[config.mk]
export PLATFORM = sky130hd
export DESIGN_NAME = ghost_ucode_seq
export DESIGN_NICKNAME = d
export VERILOG_FILES = /design/src/rtl/ghost_ucode_seq.sv
export SDC_FILE = /design/constraint.sdc
export NUM_CORES = 1
export LEC_CHECK = 0
export CAP_MARGIN = 25
export CORE_MARGIN = 2
export CORE_UTILIZATION = 53
export DETAILED_ROUTE_END_ITERATION = 8
export DONT_BUFFER_PORTS = 1
export GPL_TIMING_DRIVEN = 0
export HOLD_SLACK_MARGIN = 0.12
export PLACE_DENSITY = 0.74
export SKIP_CTS_REPAIR_TIMING = 1
export SKIP_LAST_GASP = 1
export SLEW_MARGIN = 5
export SYNTH_ARGS = -nofsm -noshare
export SYNTH_HDL_FRONTEND = slang
export SYNTH_SLANG_ARGS = --single-unit
export TNS_END_PERCENT = 30
[constraint.sdc]
create_clock -name clk -period 8.5 [get_ports clk]
set_input_delay 1.7 -clock clk [delete_from_list [all_inputs] [get_ports clk]]
set_output_delay 1.7 -clock clk [all_outputs]
set_load 0.01 [all_outputs]
[src/rtl/ghost_ucode_seq.sv]
// Microcode sequencer running 32-bit MUL / DIVU / REMU as shift-add and restoring-division
// loops, with every working value held in an external ghost register file.
module ghost_ucode_seq #(
  parameter logic [3:0] G_A = 4'd0,
  parameter logic [3:0] G_B = 4'd1,
  parameter logic [3:0] G_R = 4'd2,
  parameter logic [3:0] G_Q = 4'd3
) (
  input  logic        clk,
  input  logic        rst,
  input  logic        start,
  input  logic [1:0]  op,
  input  logic [31:0] operand_a,
  input  logic [31:0] operand_b,
  output logic        busy,
  output logic        done,
  output logic        err,
  output logic [31:0] result,
  output logic [3:0]  rd_g,
  output logic [3:0]  rs1_g,
  output logic [3:0]  rs2_g,
  output logic        write_g,
  output logic [31:0] writeData_g,
  input  logic [31:0] out_rd_g,
  input  logic [31:0] out_rs1_g,
  input  logic [31:0] out_rs2_g,
  output logic [3:0]  dbg_state
);

  // Handshake: start is taken only in IDLE while done is low; done (and err for op=11)
  // is a single-cycle pulse, and result stays valid until the next accepted start.
  typedef enum logic [3:0] {
    S_IDLE, S_ILL, S_LD_A, S_LD_B, S_CL_R, S_CL_Q,
    S_M_ADD, S_M_SHA, S_M_SHB,
    S_D_SHR, S_D_SHA, S_D_SUB, S_D_Q,
    S_FIN
  } state_t;

  localparam logic [1:0] OP_MUL  = 2'b00;
  localparam logic [1:0] OP_DIVU = 2'b01;
  localparam logic [1:0] OP_ILL  = 2'b11;

  state_t      r_state;
  logic [1:0]  r_op;
  logic [31:0] r_a;
  logic [31:0] r_b;
  logic [4:0]  r_cnt;
  logic        r_qbit;
  logic        r_busy;
  logic        r_done;
  logic        r_err;
  logic [31:0] r_result;

  logic        w_ge;
  logic        w_last;

  assign w_ge   = (out_rd_g >= out_rs1_g);
  assign w_last = (r_cnt == 5'd31);

  assign busy      = r_busy;
  assign done      = r_done;
  assign err       = r_err;
  assign result    = r_result;
  assign dbg_state = r_state;

  // Ghost port drive is a pure decode of state; the file returns reads combinationally.
  always_comb begin
    rd_g        = 4'd0;
    rs1_g       = 4'd0;
    rs2_g       = 4'd0;
    write_g     = 1'b0;
    writeData_g = 32'd0;
    case (r_state)
      S_LD_A:  begin rd_g = G_A; write_g = 1'b1; writeData_g = r_a; end
      S_LD_B:  begin rd_g = G_B; write_g = 1'b1; writeData_g = r_b; end
      S_CL_R:  begin rd_g = G_R; write_g = 1'b1; end
      S_CL_Q:  begin rd_g = G_Q; write_g = 1'b1; end
      S_M_ADD: begin
        rd_g        = G_R;
        rs1_g       = G_A;
        rs2_g       = G_B;
        write_g     = 1'b1;
        writeData_g = out_rd_g + (out_rs2_g[0] ? out_rs1_g : 32'd0);
      end
      S_M_SHA: begin rd_g = G_A; write_g = 1'b1; writeData_g = out_rd_g << 1; end
      S_M_SHB: begin rd_g = G_B; write_g = 1'b1; writeData_g = out_rd_g >> 1; end
      S_D_SHR: begin
        rd_g        = G_R;
        rs1_g       = G_A;
        write_g     = 1'b1;
        writeData_g = {out_rd_g[30:0], out_rs1_g[31]};
      end
      S_D_SHA: begin rd_g = G_A; write_g = 1'b1; writeData_g = out_rd_g << 1; end
      S_D_SUB: begin
        rd_g        = G_R;
        rs1_g       = G_B;
        write_g     = 1'b1;
        writeData_g = w_ge ? (out_rd_g - out_rs1_g) : out_rd_g;
      end
      S_D_Q:   begin rd_g = G_Q; write_g = 1'b1; writeData_g = {out_rd_g[30:0], r_qbit}; end
      S_FIN:   rd_g = (r_op == OP_DIVU) ? G_Q : G_R;
      default: ;
    endcase
  end

  always_ff @(posedge clk or posedge rst) begin
    if (rst) begin
      r_state  <= S_IDLE;
      r_op     <= 2'b00;
      r_a      <= 32'd0;
      r_b      <= 32'd0;
      r_cnt    <= 5'd0;
      r_qbit   <= 1'b0;
      r_busy   <= 1'b0;
      r_done   <= 1'b0;
      r_err    <= 1'b0;
      r_result <= 32'd0;
    end else begin
      r_done <= 1'b0;
      r_err  <= 1'b0;
      case (r_state)
        S_IDLE: begin
          if (start && !r_done) begin
            r_op     <= op;
            r_a      <= operand_a;
            r_b      <= operand_b;
            r_result <= 32'd0;
            r_cnt    <= 5'd0;
            r_busy   <= 1'b1;
            r_state  <= (op == OP_ILL) ? S_ILL : S_LD_A;
          end
        end
        S_ILL: begin
          r_done  <= 1'b1;
          r_err   <= 1'b1;
          r_busy  <= 1'b0;
          r_state <= S_IDLE;
        end
        S_LD_A:  r_state <= S_LD_B;
        S_LD_B:  r_state <= S_CL_R;
        S_CL_R:  r_state <= S_CL_Q;
        S_CL_Q:  r_state <= (r_op == OP_MUL) ? S_M_ADD : S_D_SHR;
        S_M_ADD: r_state <= S_M_SHA;
        S_M_SHA: r_state <= S_M_SHB;
        S_M_SHB: begin
          r_cnt   <= r_cnt + 5'd1;
          r_state <= w_last ? S_FIN : S_M_ADD;
        end
        S_D_SHR: r_state <= S_D_SHA;
        S_D_SHA: r_state <= S_D_SUB;
        S_D_SUB: begin
          r_qbit  <= w_ge;
          r_state <= S_D_Q;
        end
        S_D_Q: begin
          r_cnt   <= r_cnt + 5'd1;
          r_state <= w_last ? S_FIN : S_D_SHR;
        end
        S_FIN: begin
          r_result <= out_rd_g;
          r_done   <= 1'b1;
          r_busy   <= 1'b0;
          r_state  <= S_IDLE;
        end
        default: r_state <= S_IDLE;
      endcase
    end
  end

endmodule

# After elaboration in Yosys (flattened, before gate mapping)
# Index checks and enable logic that the tools add are counted.
# W data, S select, Z words.
# totals
output_inout_bits	84
word_cells	71
regBits	111
# classes
order_cmp	1
n_addsub	3
n_eq_ne	17
n_mux	22
reduce_logical	18
# op_table
cell	count
$pmux W32 S8	1
$mux W32	3
$pmux W32 S2	1
$pmux W4 S12	1
$add A32 B32 Y32	1
$ge A32 B32 Y1	1
$sub A32 B32 Y32	1
$eq A4 B4 Y1 const B	6
$eq A4 B3 Y1 const B	4
$mux W4	3
$reduce_or A11 Y1	1
$pmux W5 S2	1
$reduce_or A2 Y1	5
$eq A4 B2 Y1 const B	2
$pmux W2 S4	1
$reduce_and A2 Y1	4
$mux W1	7
$reduce_bool A2 Y1	3
$add A5 B1 Y5 const B	1
$eq A5 B5 Y1 const B	1
$mux W5	1
$eq A4 B1 Y1 const B	1
$logic_not A4 Y1	1
$reduce_or A4 Y1	1
9 further kinds	9

# Depth between registers and ports, before layout
# Gate-level depths: netlist (run 1).
# depth
word_depth	4
ltp_mapped	14
ltp_nobuf	13

# Worst setup path before layout (run 1)
# No wires, ideal clock.
# synth_timing
kind	input -> output
startpoint	in out_rs2_g[0]
endpoint	out writeData_g[28]
t_required_ns	6.800
path_slack_ns	2.499
path_buffers	1
arrival_time_ns	4.301
stages	14
cell_sequence	clkbuf_1 and2_1 ha_1 inv_1 fa_1 nand2b_1 a21oi_1 o211ai_1 o211ai_1 a211o_1 a41oi_1 o31ai_1 xnor2_1 o211ai_1
# synth_via
elab_chain_cells	3
# synth_rtl
item	line_no	text
from (decl)	26	input logic [31:0] out_rs2_g,
$mux W32	83	writeData_g = out_rd_g + (out_rs2_g[0] ? out_rs1_g : 32'd0);
$add A32 B32 Y32	83	
$pmux W32 S8	73	case (r_state)
to (decl)	23	output logic [31:0] writeData_g,
# No other way between the ends.

# Worst setup path after layout (run 1)
# layout_timing
startpoint	in out_rs2_g[0]
endpoint	out writeData_g[31]
# Same word-level chain as after synthesis.

==> results of run 1 <==
-- placed cells by master (no fill, tap or decap), types with 23 or more instances in the layout --
cell type	n
xnor2_1	32
clkbuf_1	52
inv_1	46
and2_1	38
nand3_1	23
dfrtp_1	111
nand2_1	155
ha_1	65
o21ai_0	87
a21oi_1	82
nor2_1	47
a222oi_1	26
a21o_1	26
mux2_2	68
-- power groups by stage --
stage | Clock [uW] | Combinational, uW | Sequential [uW]
global placement | 0 | 1230 | 950
CTS | 423 | 1250 | 953
global route | 444 | 1380 | 981
floorplan | 0 | 949 | 907
detailed placement | 0 | 1240 | 962
finish | 420 | 1270 | 959
-- cells by family after synthesis --
kind of cell,after synthesis
compound gates,350
xor+xnor,54
fa+ha+maj,67
buf+inv,117
flops,111
mux,74
other cells,1
simple gates,339
-- flip-flops by register name, summed over array words and instances, names as in the netlist --
name,cells
err,1
r_qbit,1
r_b,32
dbg_state,4
done,1
result,32
r_op,2
r_a,32
busy,1
r_cnt,5
-- stage by stage --
step | util [%] | std cells
final | 58.0 | 1367
after global routing | 58.0 | 1363
after CTS | 58.0 | 1362
after detailed placement | 56.3 | 1346
after global placement | 56.1 | 1345
after floorplan | - | 1120
-- layout make-up --
type,instances,area [um^2]
tap,225,282
buffer,70,339
sequential,111,2780
multi-input combinational,892,6140
antenna,5,12.5
inverter,47,181
clock buffer,10,229
clock inverter,6,53.8
fill,1608,7260
timing repair buffer,1,27.5
-- worst min-delay path by stage --
stage / start / end / slack (ns) / cells past startpoint
floorplan: r_cnt[3] / r_cnt[3] / 0.44 / 1
global placement: r_cnt[3] / r_cnt[3] / 0.46 / 1
detailed placement: r_cnt[3] / r_cnt[3] / 0.48 / 1
CTS: r_cnt[3] / r_cnt[3] / 0.49 / 1
global route: r_cnt[3] / r_cnt[3] / 0.50 / 1
finish: r_cnt[3] / r_cnt[3] / 0.49 / 1
-- worst reg2reg max path, delay by kind of cell, from the launching register on --
family / cells / cell delay (ns)
flops: 1 / 0.48
simple gates: 3 / 1.18
buf+inv: 2 / 0.99
compound gates: 1 / 0.10
-- layer usage --
layer  part of all wire (%)  vias up  track usage [%]
met5                   0.18        -                0
met4                    2.5        8             9.11
met3                     11       71             10.8
met2                     45      472             53.1
met1                     41     4276             45.9
li1                       -     4110                -
==> flow_summary.toml, run 1 <==
[final_layout]
final_nets = 1364
layout-drive-gt1-share_pct = 10.2
syn2layout_area_growth_pct = 6.76
postLayoutCellArea_um2 = 10000

[synth]
synth_simple_gate_area_share_pct = 17.0
synth_common_cells = "nand2_1 (155), dfrtp_1 (111), o21ai_0 (87), a21oi_1 (82), mux2_2 (68)"
muxShareOfSynthArea_pct = 8.78
synthArstFlopShare_pct = 100
synth_area_leaders = "dfrtp_1 (30%), ha_1 (8.6%), mux2_2 (8.1%)"
synth_cell_type_count = 70
synth_top_family_by_area = "compound AO/OA/AOI/OAI gates"
post-synth-top-count-cell = "nand2_1"
synth_ff_type = "dfrtp_1"
yosysTopAreaCell = "dfrtp_1"
synth_fa_ha_area_share_pct = 9.07
synth.avg_cell_area_um2 = 8.45
synth_cells = 1113
ys_ff_latch = 111
synth_area_um2 = 9400
ys_seq_area_share_pct = 29.5
synth_xor_area_share_pct = 5.03
synth_top_area_share_pct = 29.5
ys_warn_count = 0
synth-compound-area-share_pct = 25.0
synth_edf_count = 0

[critical_path]
worstPathBufferInverterCount = 1
cp-end-kind = "primary output"
rr_endpoint = "result[18]"
cp_top_family = "compound AO/OA/AOI/OAI gates"
timing.rr.start = "dbg_state[2]"
crit_cells = 12
critPathMaxStageDelay_ns = 0.72
slowest_stage = "o31ai_1"
startpoint_type = "primary input"
crit_type = "in -> out"
cp.arrival_ns = 5.23
crit_fanout = 10
rrSetupSlack_ns = 5.69
startpoint = "out_rs2_g[0]"
path_cells = "clkbuf_1, and2_1, ha_1, o211ai_1, o21ai_0, o22ai_1, o31ai_1, a21o_1, nand4_1, a21oi_1, mux2i_1, o221ai_1"
worstRegToRegCells = 6
cp-endpoint = "writeData_g[31]"
worstPathRequired_ns = 6.80

[route]
wl_mm = 32.3
drt_iter0_drc = 1143
vias_per_cell = 6.54
drc = 0
vias = 8937
ant_nets = 0
wl_per_cell_um = 23.6
drt_first_pass_iters = 8

[cts]
ctsLongestPathBuffers = 2
cts_tree = "done"
cts_sinks = 111
cts_buffers = 9
h-tree-depth = 3
clk_pin_slew_ns = 0.07
root_buffer = "clkbuf_16"
insertion_delay_ns = 0.36

[pwr]
p_leak_uw = 0.00448
p_int_uw = 1480
vdd_drop_max_v = 0.000193
combPwrFrac_pct = 48.0
clkPwrFrac_pct = 15.8
power.total_uw = 2650
seq_power_share_pct = 36.2
power_density_nw_per_um2 = 264
swShare_pct = 44.3
p_switching_uw = 1170

[global_routing]
grt_pass1_wl_mm = 48.3
grt_use_total_pct = 34.1
grt-ovfl-total = 0
grt_pass1_vias = 8352
grt_start_max_net_pins = 93
antenna_found_initial = 6

[place]
io_buffers = 0
place_congestion = 0.980
dp_hpwl_mm = 25.1
place_ws_ns = 1.62
place_area_um2 = 9740

[sta]
max-slew-margin-rel_pct = 39.9
maxSlewViolCount = 0
timing.final.ws_setup_ns = 1.57
timing.fmax_ghz = 0.144
finalSetupViolCount = 0
rsz0062_at_grt = "false"
fin_skew_ns = 0.00978
finalCritPeriodShare_pct = 81.5
hold_ws_ns = 0.491
worstMarginPinSlew_ns = 0.898
post-route-min-period_ns = 6.93
setup_tns_ns = 0
hold_viol = 0

[die]
core_area_um2 = 17300
fp.dieH_um = 137
die_x_um = 137
die_area_um2 = 18800
boundaryPins = 249
rows = 48
initial_core_util_pct = 54.4

[run]
cap_violations = 0

[hold_path]
hold_class = "reg -> reg"

[run_status]
outcome = "complete, no violations"
Note: power is estimated with default switching activity, not from simulation.
==> inputs of run 2 (changes only) <==
Clock period 8.5 ns to 6.6 ns, I/O delays scaled along.
==> results of run 2 <==
The final DEF is identical to that of run 1. Status: complete, no violations.
Main changes from that run: setup slack after placement 1.62 ns -> 0.479 ns; setup slack after layout 1.57 ns -> 0.431 ns; register-to-register setup slack 5.69 ns -> 3.79 ns; total power 2650 uW -> 3420 uW; worst IR drop on VDD 0.000193 V -> 0.000248 V
==> inputs of run 3 (changes only) <==
Clock period 6.6 ns to 7.3 ns, I/O delays scaled along.
==> results of run 3 <==
The final DEF is identical to that of run 1. Status: complete, no violations.
Main changes from that run: setup slack after placement 1.62 ns -> 0.899 ns; setup slack after layout 1.57 ns -> 0.851 ns; register-to-register setup slack 5.69 ns -> 4.49 ns; total power 2650 uW -> 3090 uW; worst IR drop on VDD 0.000193 V -> 0.000224 V
